--- src/rtl/meta_pkg.sv ---
// Shared layout of the TFE meta word and of the buffered receive entry.
package meta_pkg;

  localparam int unsigned META_W    = 144;
  localparam int unsigned PAYLOAD_W = 128;
  localparam int unsigned SIZE_W    = 16;
  localparam int unsigned ARVT_W    = 16;
  localparam int unsigned ENTRY_W   = PAYLOAD_W + SIZE_W + ARVT_W;

  localparam int unsigned TUPLE_MSB   = 127;
  localparam int unsigned TUPLE_LSB   = 24;
  localparam int unsigned TUPLE_W     = TUPLE_MSB - TUPLE_LSB + 1;
  localparam int unsigned SIZE_HI_MSB = 23;
  localparam int unsigned SIZE_HI_LSB = 16;
  localparam int unsigned FLAG_MSB    = 15;
  localparam int unsigned FLAG_LSB    = 8;
  localparam int unsigned WIND_HI_MSB = 7;
  localparam int unsigned WIND_HI_LSB = 0;

  typedef struct packed {
    logic [PAYLOAD_W-1:0] meta;
    logic [SIZE_W-1:0]    pkt_size;
    logic [ARVT_W-1:0]    arvt;
  } entry_t;

endpackage

--- src/rtl/meta_fifo.sv ---
// Generic synchronous show-ahead FIFO; push on full and pop on empty are ignored.
module meta_fifo #(
  parameter int unsigned WIDTH = 160,
  parameter int unsigned DEPTH = 8
) (
  input  logic                     clk,
  input  logic                     rst_n,
  input  logic                     i_push,
  input  logic [WIDTH-1:0]         i_wdata,
  input  logic                     i_pop,
  output logic [WIDTH-1:0]         o_rdata,
  output logic                     o_full,
  output logic                     o_empty,
  output logic [$clog2(DEPTH):0]   o_level
);

  localparam int unsigned AW = $clog2(DEPTH);

  logic [WIDTH-1:0] r_mem [DEPTH];
  logic [AW-1:0]    r_wptr;
  logic [AW-1:0]    r_rptr;
  logic [AW:0]      r_level;
  logic             w_push_ok;
  logic             w_pop_ok;

  assign o_full    = (r_level == (AW+1)'(DEPTH));
  assign o_empty   = (r_level == '0);
  assign w_push_ok = i_push & ~o_full;
  assign w_pop_ok  = i_pop & ~o_empty;
  assign o_rdata   = r_mem[r_rptr];
  assign o_level   = r_level;

  always_ff @(posedge clk) begin
    if (w_push_ok) r_mem[r_wptr] <= i_wdata;
  end

  // DEPTH is a power of two, so the pointers wrap on their own.
  always_ff @(posedge clk or negedge rst_n) begin
    if (!rst_n) begin
      r_wptr  <= '0;
      r_rptr  <= '0;
      r_level <= '0;
    end else begin
      if (w_push_ok) r_wptr <= r_wptr + 1'b1;
      if (w_pop_ok)  r_rptr <= r_rptr + 1'b1;
      case ({w_push_ok, w_pop_ok})
        2'b10:   r_level <= r_level + 1'b1;
        2'b01:   r_level <= r_level - 1'b1;
        default: r_level <= r_level;
      endcase
    end
  end

endmodule

--- src/rtl/meta_rx.sv ---
// TFE meta-feature receiver: timestamps beats, buffers them and unpacks the head entry.
module meta_rx
  import meta_pkg::*;
#(
  parameter int unsigned FIFO_DEPTH = 8,
  parameter int unsigned TS_W       = 20
) (
  input  logic                          clk,
  input  logic                          rst_n,
  input  logic [META_W-1:0]             meta_i,
  input  logic                          meta_v_i,
  input  logic [SIZE_W-1:0]             pkt_size_i,
  output logic [TUPLE_W-1:0]            tuple_o,
  output logic [7:0]                    size_hi_o,
  output logic [7:0]                    flag_o,
  output logic [7:0]                    wind_hi_o,
  output logic [SIZE_W-1:0]             pkt_size_o,
  output logic [ARVT_W-1:0]             arvt_o,
  output logic                          out_valid,
  input  logic                          out_ready,
  output logic [15:0]                   drop_cnt,
  output logic [$clog2(FIFO_DEPTH):0]   fifo_level
);

  logic [TS_W-1:0]   r_timer;
  logic [TS_W-1:0]   r_last_ts;
  logic              r_first;
  logic [15:0]       r_drop_cnt;
  logic [TS_W-1:0]   w_delta;
  logic [ARVT_W-1:0] w_arvt;
  logic              w_full;
  logic              w_empty;
  entry_t            w_wr_entry;
  entry_t            w_rd_entry;
  entry_t            w_head;
  logic              w_unused_bits;

  assign w_delta    = r_timer - r_last_ts;
  assign w_arvt     = r_first ? '0 : w_delta[TS_W-1 -: ARVT_W];
  assign w_wr_entry = {meta_i[PAYLOAD_W-1:0], pkt_size_i, w_arvt};

  // Reserved meta bits are not stored; the low delta bits are below arvt resolution.
  assign w_unused_bits = ^{meta_i[META_W-1:PAYLOAD_W], w_delta};

  // Arrival bookkeeping runs on every strobe, including dropped beats.
  always_ff @(posedge clk or negedge rst_n) begin
    if (!rst_n) begin
      r_timer    <= '0;
      r_last_ts  <= '0;
      r_first    <= 1'b1;
      r_drop_cnt <= '0;
    end else begin
      r_timer <= r_timer + 1'b1;
      if (meta_v_i) begin
        r_last_ts <= r_timer;
        r_first   <= 1'b0;
        if (w_full && (r_drop_cnt != 16'hFFFF)) r_drop_cnt <= r_drop_cnt + 1'b1;
      end
    end
  end

  meta_fifo #(
    .WIDTH (ENTRY_W),
    .DEPTH (FIFO_DEPTH)
  ) u_fifo (
    .clk     (clk),
    .rst_n   (rst_n),
    .i_push  (meta_v_i),
    .i_wdata (w_wr_entry),
    .i_pop   (out_ready),
    .o_rdata (w_rd_entry),
    .o_full  (w_full),
    .o_empty (w_empty),
    .o_level (fifo_level)
  );

  // Stale memory contents are hidden so the fields read 0 while empty.
  assign w_head     = w_empty ? '0 : w_rd_entry;
  assign out_valid  = ~w_empty;
  assign drop_cnt   = r_drop_cnt;
  assign tuple_o    = w_head.meta[TUPLE_MSB:TUPLE_LSB];
  assign size_hi_o  = w_head.meta[SIZE_HI_MSB:SIZE_HI_LSB];
  assign flag_o     = w_head.meta[FLAG_MSB:FLAG_LSB];
  assign wind_hi_o  = w_head.meta[WIND_HI_MSB:WIND_HI_LSB];
  assign pkt_size_o = w_head.pkt_size;
  assign arvt_o     = w_head.arvt;

endmodule

--- config.mk ---
export PLATFORM = sky130hd
export DESIGN_NAME = meta_rx
export DESIGN_NICKNAME = d
export VERILOG_FILES = /design/src/rtl/meta_pkg.sv /design/src/rtl/meta_fifo.sv /design/src/rtl/meta_rx.sv
export SDC_FILE = /design/constraint.sdc
export NUM_CORES = 1
export LEC_CHECK = 0
export CORE_MARGIN = 8
export CORE_UTILIZATION = 59
export CTS_CLUSTER_DIAMETER = 60
export DETAILED_ROUTE_END_ITERATION = 7
export PLACE_DENSITY = 0.86
export SYNTH_ARGS = -nofsm -noshare
export SYNTH_HDL_FRONTEND = slang
export SYNTH_SLANG_ARGS = --single-unit
--- constraint.sdc ---
create_clock -name clk -period 23.4 [get_ports clk]
set_input_delay 7.02 -clock clk [delete_from_list [all_inputs] [get_ports clk]]
set_output_delay 7.02 -clock clk [all_outputs]
set_load 0.01 [all_outputs]
# Word level (Yosys, flattened, before mapping)
# Memory sizes are Yosys's and may differ from the RTL's.
# Index checks and enable logic that the tools add are counted.
# totals
word_cells	32
input_bits	164
ramBits	1280
ff_bits	67
mem_count	1
# op_classes
n_eq_ne	4
muxes	5
bitwise_logic	4
n_reduce_logical	4
addsub	7
# mem_list
name	words	word_bits	rd	rd_ports_with_merged_regs	write_ports	line_no	rtl
u_fifo.r_mem	8	160	1	0	1	meta_fifo.sv:19	logic [WIDTH-1:0] r_mem [DEPTH];
# ops
operator	count
$mux W160	1
$add A20 B1 Y20 const B	1
$sub A20 B20 Y20	1
$add A16 B1 Y16 const B	1
$mux W16	1
$ne A16 B16 Y1 const B	1
$pmux W4 S2	1
$add A3 B1 Y3 const B	2
$add A4 B1 Y4 const B	1
$eq A4 B4 Y1 const B	1
$logic_not A4 Y1	1
$sub A4 B1 Y4 const B	1
$and A1 B1 Y1	2
$eq A2 B1 Y1 const B	1
$eq A2 B2 Y1 const B	1
$mux W1	2
$not A1 Y1	2
$reduce_and A2 Y1	1
$reduce_bool A2 Y1	1
$logic_and A1 B1 Y1	1

# Depth between registers and ports, before layout
# depth
word_depth	5
depth_mapped	11
depth_no_buf	11

# By module
# A second synthesis with hierarchy kept.
# unflattened
cells_unflattened	2417
hier_area_um2	53057.1
# modules_own_cells
mod	area_per_inst_um2	cells_per_inst	instances	seq_area_each_um2
meta_fifo	48886.9	1917	1	38687.1
meta_rx	4170.2	500	1	1427.6

# Worst setup path after synthesis
# Ideal clock, no wire load.
# synth_timing
path_kind	in2reg
from	input port meta_v_i
to	memory u_fifo.r_mem[0][0], enable pin
path_buffers	0
setup_slack_ns	-0.112
t_required_ns	22.329
arrival_time_ns	22.441
path_stages	3
cell_sequence	and2_1 clkinv_1 nor4_1
# synth_between
elab_chain_cells	3
# synth_rtl
element	line_no	rtl
start: declaration	meta_rx.sv:11	input logic meta_v_i,
$and A1 B1 Y1	meta_fifo.sv:28	assign w_push_ok = i_push & ~o_full;
$mux W1	meta_fifo.sv:34	if (w_push_ok) r_mem[r_wptr] <= i_wdata;
$mux W1 (not written as such)	meta_fifo.sv:34	
end: declaration	meta_fifo.sv:19	
# No other way between the ends.

# Worst setup path in the final report
# layout_timing
from	register u_fifo.r_rptr[1]
to	output port tuple_o[30]
# layout_between
elab_chain_cells	2
# layout_rtl
element	line_no	rtl
start: declaration	meta_fifo.sv:21	logic [AW-1:0] r_rptr;
start signal: assignment	meta_fifo.sv:45	if (w_pop_ok) r_rptr <= r_rptr + 1'b1;
$mem_v2 Z8 W160	--	
$mux W160	meta_rx.sv:78	assign w_head = w_empty ? '0 : w_rd_entry;
end: declaration	meta_rx.sv:13	output logic [TUPLE_W-1:0] tuple_o,
# No other way between the ends.

==> results.ini <==
[outcome]
status=finished, final reports clean

[power_and_ir_drop]
p_leak_nw=20.2
vdd_ir_drop_max_v=0.000177
p_per_area_mw_per_mm2=127

[global_routing]
grt_pass1_wl_um=169000
grt_pass1_vias=27200
grt_overflow=0
antenna_found_initial=19
grt_max_degree=130
track_usage=0.232

[drt]
viasPerCell=6.22
wl_met1_um=41400
drt_iter0_drc=2475
routed_wl_um=114000
wl_met3_um=8530
post_drt_wl_per_cell_um=28.0
met2_length_um=60600
drc=0
dr.max_layer_used=met5
drtPass1Iterations=5
ant_nets=0
num_vias=25300

[synthesis]
synthCells=2402
synth_edf_count=1280
ys_types=43
ys_ff_latch=1347
synth_flop_cell=edfxtp_1
seq_area_frac_synth=0.772
ys_async_sr_fraction=0.0497
netlist.area_leader.share=0.740
synth_top_cell_by_area=edfxtp_1
syn_nets=2592
synth_area_leaders=edfxtp_1, mux4_2, dfrtp_1, mux2i_1, nor2_1
synth_area_mm2=0.0519
yosysMostFrequentCell=edfxtp_1
yosysWarnings=0
synth_area_per_cell_um2=21.6
synthTopCellsByCount=edfxtp_1, mux4_2, nor2_1

[placement]
port_buffers=328
dpl_cell_area_mm2=0.0566
dp_hpwl_um=58800
globalplace.congestion=0.761

[clock_network]
clk_latency_ns=0.74
root_buffer=clkbuf_16
post_cts_buffers=0
clock_path_buffers=3
htree_levels=4
cts_inserted_buffers=134
cts_resized=0
clk_pin_slew_ns=0.06
numClockSinks=1347
postCtsHoldBufs=0
cts_tree=yes

[setup_path]
critPathLaunchType=register
cp_data_arrival_time_ns=5.70
worstSetupPathType=reg2out
endpoint_kind=output port
crit_slowest_cell=dfrtp_4
path_cells=buf_4 -> buf_4 -> buf_4 -> mux4_2 -> mux2i_1 -> nor2_1 -> clkdlybuf4s50_1
critPathRequiredTime_ns=16.38
path_buf_inv=4
path_delay_family=buffers and inverters
crit_fanout=66
path_common_cell=buf_4
max_stage_delay_ns=1.00

[timing]
clock-skew-final_ns=0.0271
period_share=0.543
rsz0062_at_grt=no
tns_ns=0
period_needed_ns=12.72
slew_headroom=0.199
hold_viol=0
setup_viol=0
fmax_ghz=0.0786
worst_slew_pin_slew_ns=1.20
slew_viol_final=0

[cells_and_area]
area_growth_pct=17.2
layout-drive-gt1-share=0.193
fin_area_mm2=0.0609
fin_nets=2976

[floorplanning]
die_h_um=313
core_area_mm2=0.0878
die_w_um=313
start_util=0.591
rows=109
boundaryPins=345
fp.dieArea_mm2=0.0978

[run]
cap_violations=0

[worst_hold_path]
hold_path.class=reg2reg

worst paths after layout:
kind | startpoint | end | slack [ns] | cells after the start
setup / recovery | u_fifo.r_rptr[1]$_DFFE_PN0P_ | tuple_o[30] | 10.68 | 7
hold / removal | drop_cnt[5]$_DFFE_PN0P_ | drop_cnt[5]$_DFFE_PN0P_ | 0.50 | 1
setup reg to reg | u_fifo.o_level[1]$_DFFE_PN0P_ | u_fifo.r_mem[3][20]$_DFFE_PP_ | 20.02 | 7
hold reg to reg | drop_cnt[5]$_DFFE_PN0P_ | drop_cnt[5]$_DFFE_PN0P_ | 0.50 | 1
max in group asynchronous | rst_n | u_fifo.r_rptr[1]$_DFFE_PN0P_ | 16.23 | 2
min in group asynchronous | rst_n | r_last_ts[18]$_DFFE_PN0P_ | 6.50 | 2
cell usage in the layout (no fill, tap or decap), drive strengths merged, types with 6 or more instances in the layout:
cell type,netlist,routed
buf,52,34
nand2,47,47
nor2,189,189
a21oi,12,12
o21ai,23,23
mux4,320,320
edfxtp,1280,1280
mux2,6,6
clkdlybuf4s50,0,327
dfrtp,66,66
clkinv,1,58
xor2,23,23
bufinv,0,8
nor3,14,14
diode,0,13
nand3,17,17
inv,24,31
mux2i,160,160
ha,25,25
clkbuf,61,170
xnor2,29,29
registers in the layout, summed over array words and instances, names as in the netlist:
name,flops
u_fifo.r_wptr,3
u_fifo.o_level,4
r_first,1
drop_cnt,16
u_fifo.r_mem,1280
r_last_ts,20
u_fifo.r_rptr,3
r_timer,20
area by class of cell:
class | count | area [µm²]
antenna | 13 | 32.5
clock buffer | 170 | 3550
clock inverter | 74 | 654
fill | 5026 | 27000
inverter | 25 | 93.8
multi-input combinational | 917 | 11300
sequential | 1347 | 40100
tap | 1165 | 1460
timing repair buffer | 361 | 3640
per-stage QoR:
step                      power, mW  setup WS (ns)  std cells  utilization  hold slack (ns)
after floorplan                4.73           4.23       2402            -            0.479
after detailed placement       5.75          11.33       3815        0.645            0.501
after global placement         5.66          11.41       3815        0.645            0.479
after CTS                      7.83          10.50       4059        0.693            0.510
final                          7.75          10.68       4072        0.693            0.501
after global routing           8.05          10.17       4068        0.693            0.532
kinds of logic after synthesis:
group / share of synthesized area
AOI/OAI and AO/OA: 0.00667
xor gates and xnor gates: 0.00877
adders and majority gates: 0.00641
buffers and inverters: 0.0107
DFF: 0.772
muxes: 0.171
and+or+nand+nor: 0.0241
report_power, final:
group	switching [mW]	leakage [nW]	internal (mW)	total, mW
clock	0.880	2.04	1.17	2.05
sequential	0.156	12.5	3.00	3.16
combinational	1.29	5.65	1.25	2.55
total	2.33	20.2	5.42	7.75
routing by layer:
layer / track usage / vias to the layer above
met5: 0 / -
met4: 0.0825 / 14
met3: 0.0528 / 211
met2: 0.405 / 1190
met1: 0.284 / 13300
li1: - / 10600
worst reg2reg max path, delay by kind of cell (launching register included):
kind | cells | cell delay, ns
buffers and inverters | 3 | 1.84
and+or+nand+nor | 4 | 0.67
DFF | 1 | 0.44
Power figures use the tool's default switching activity.
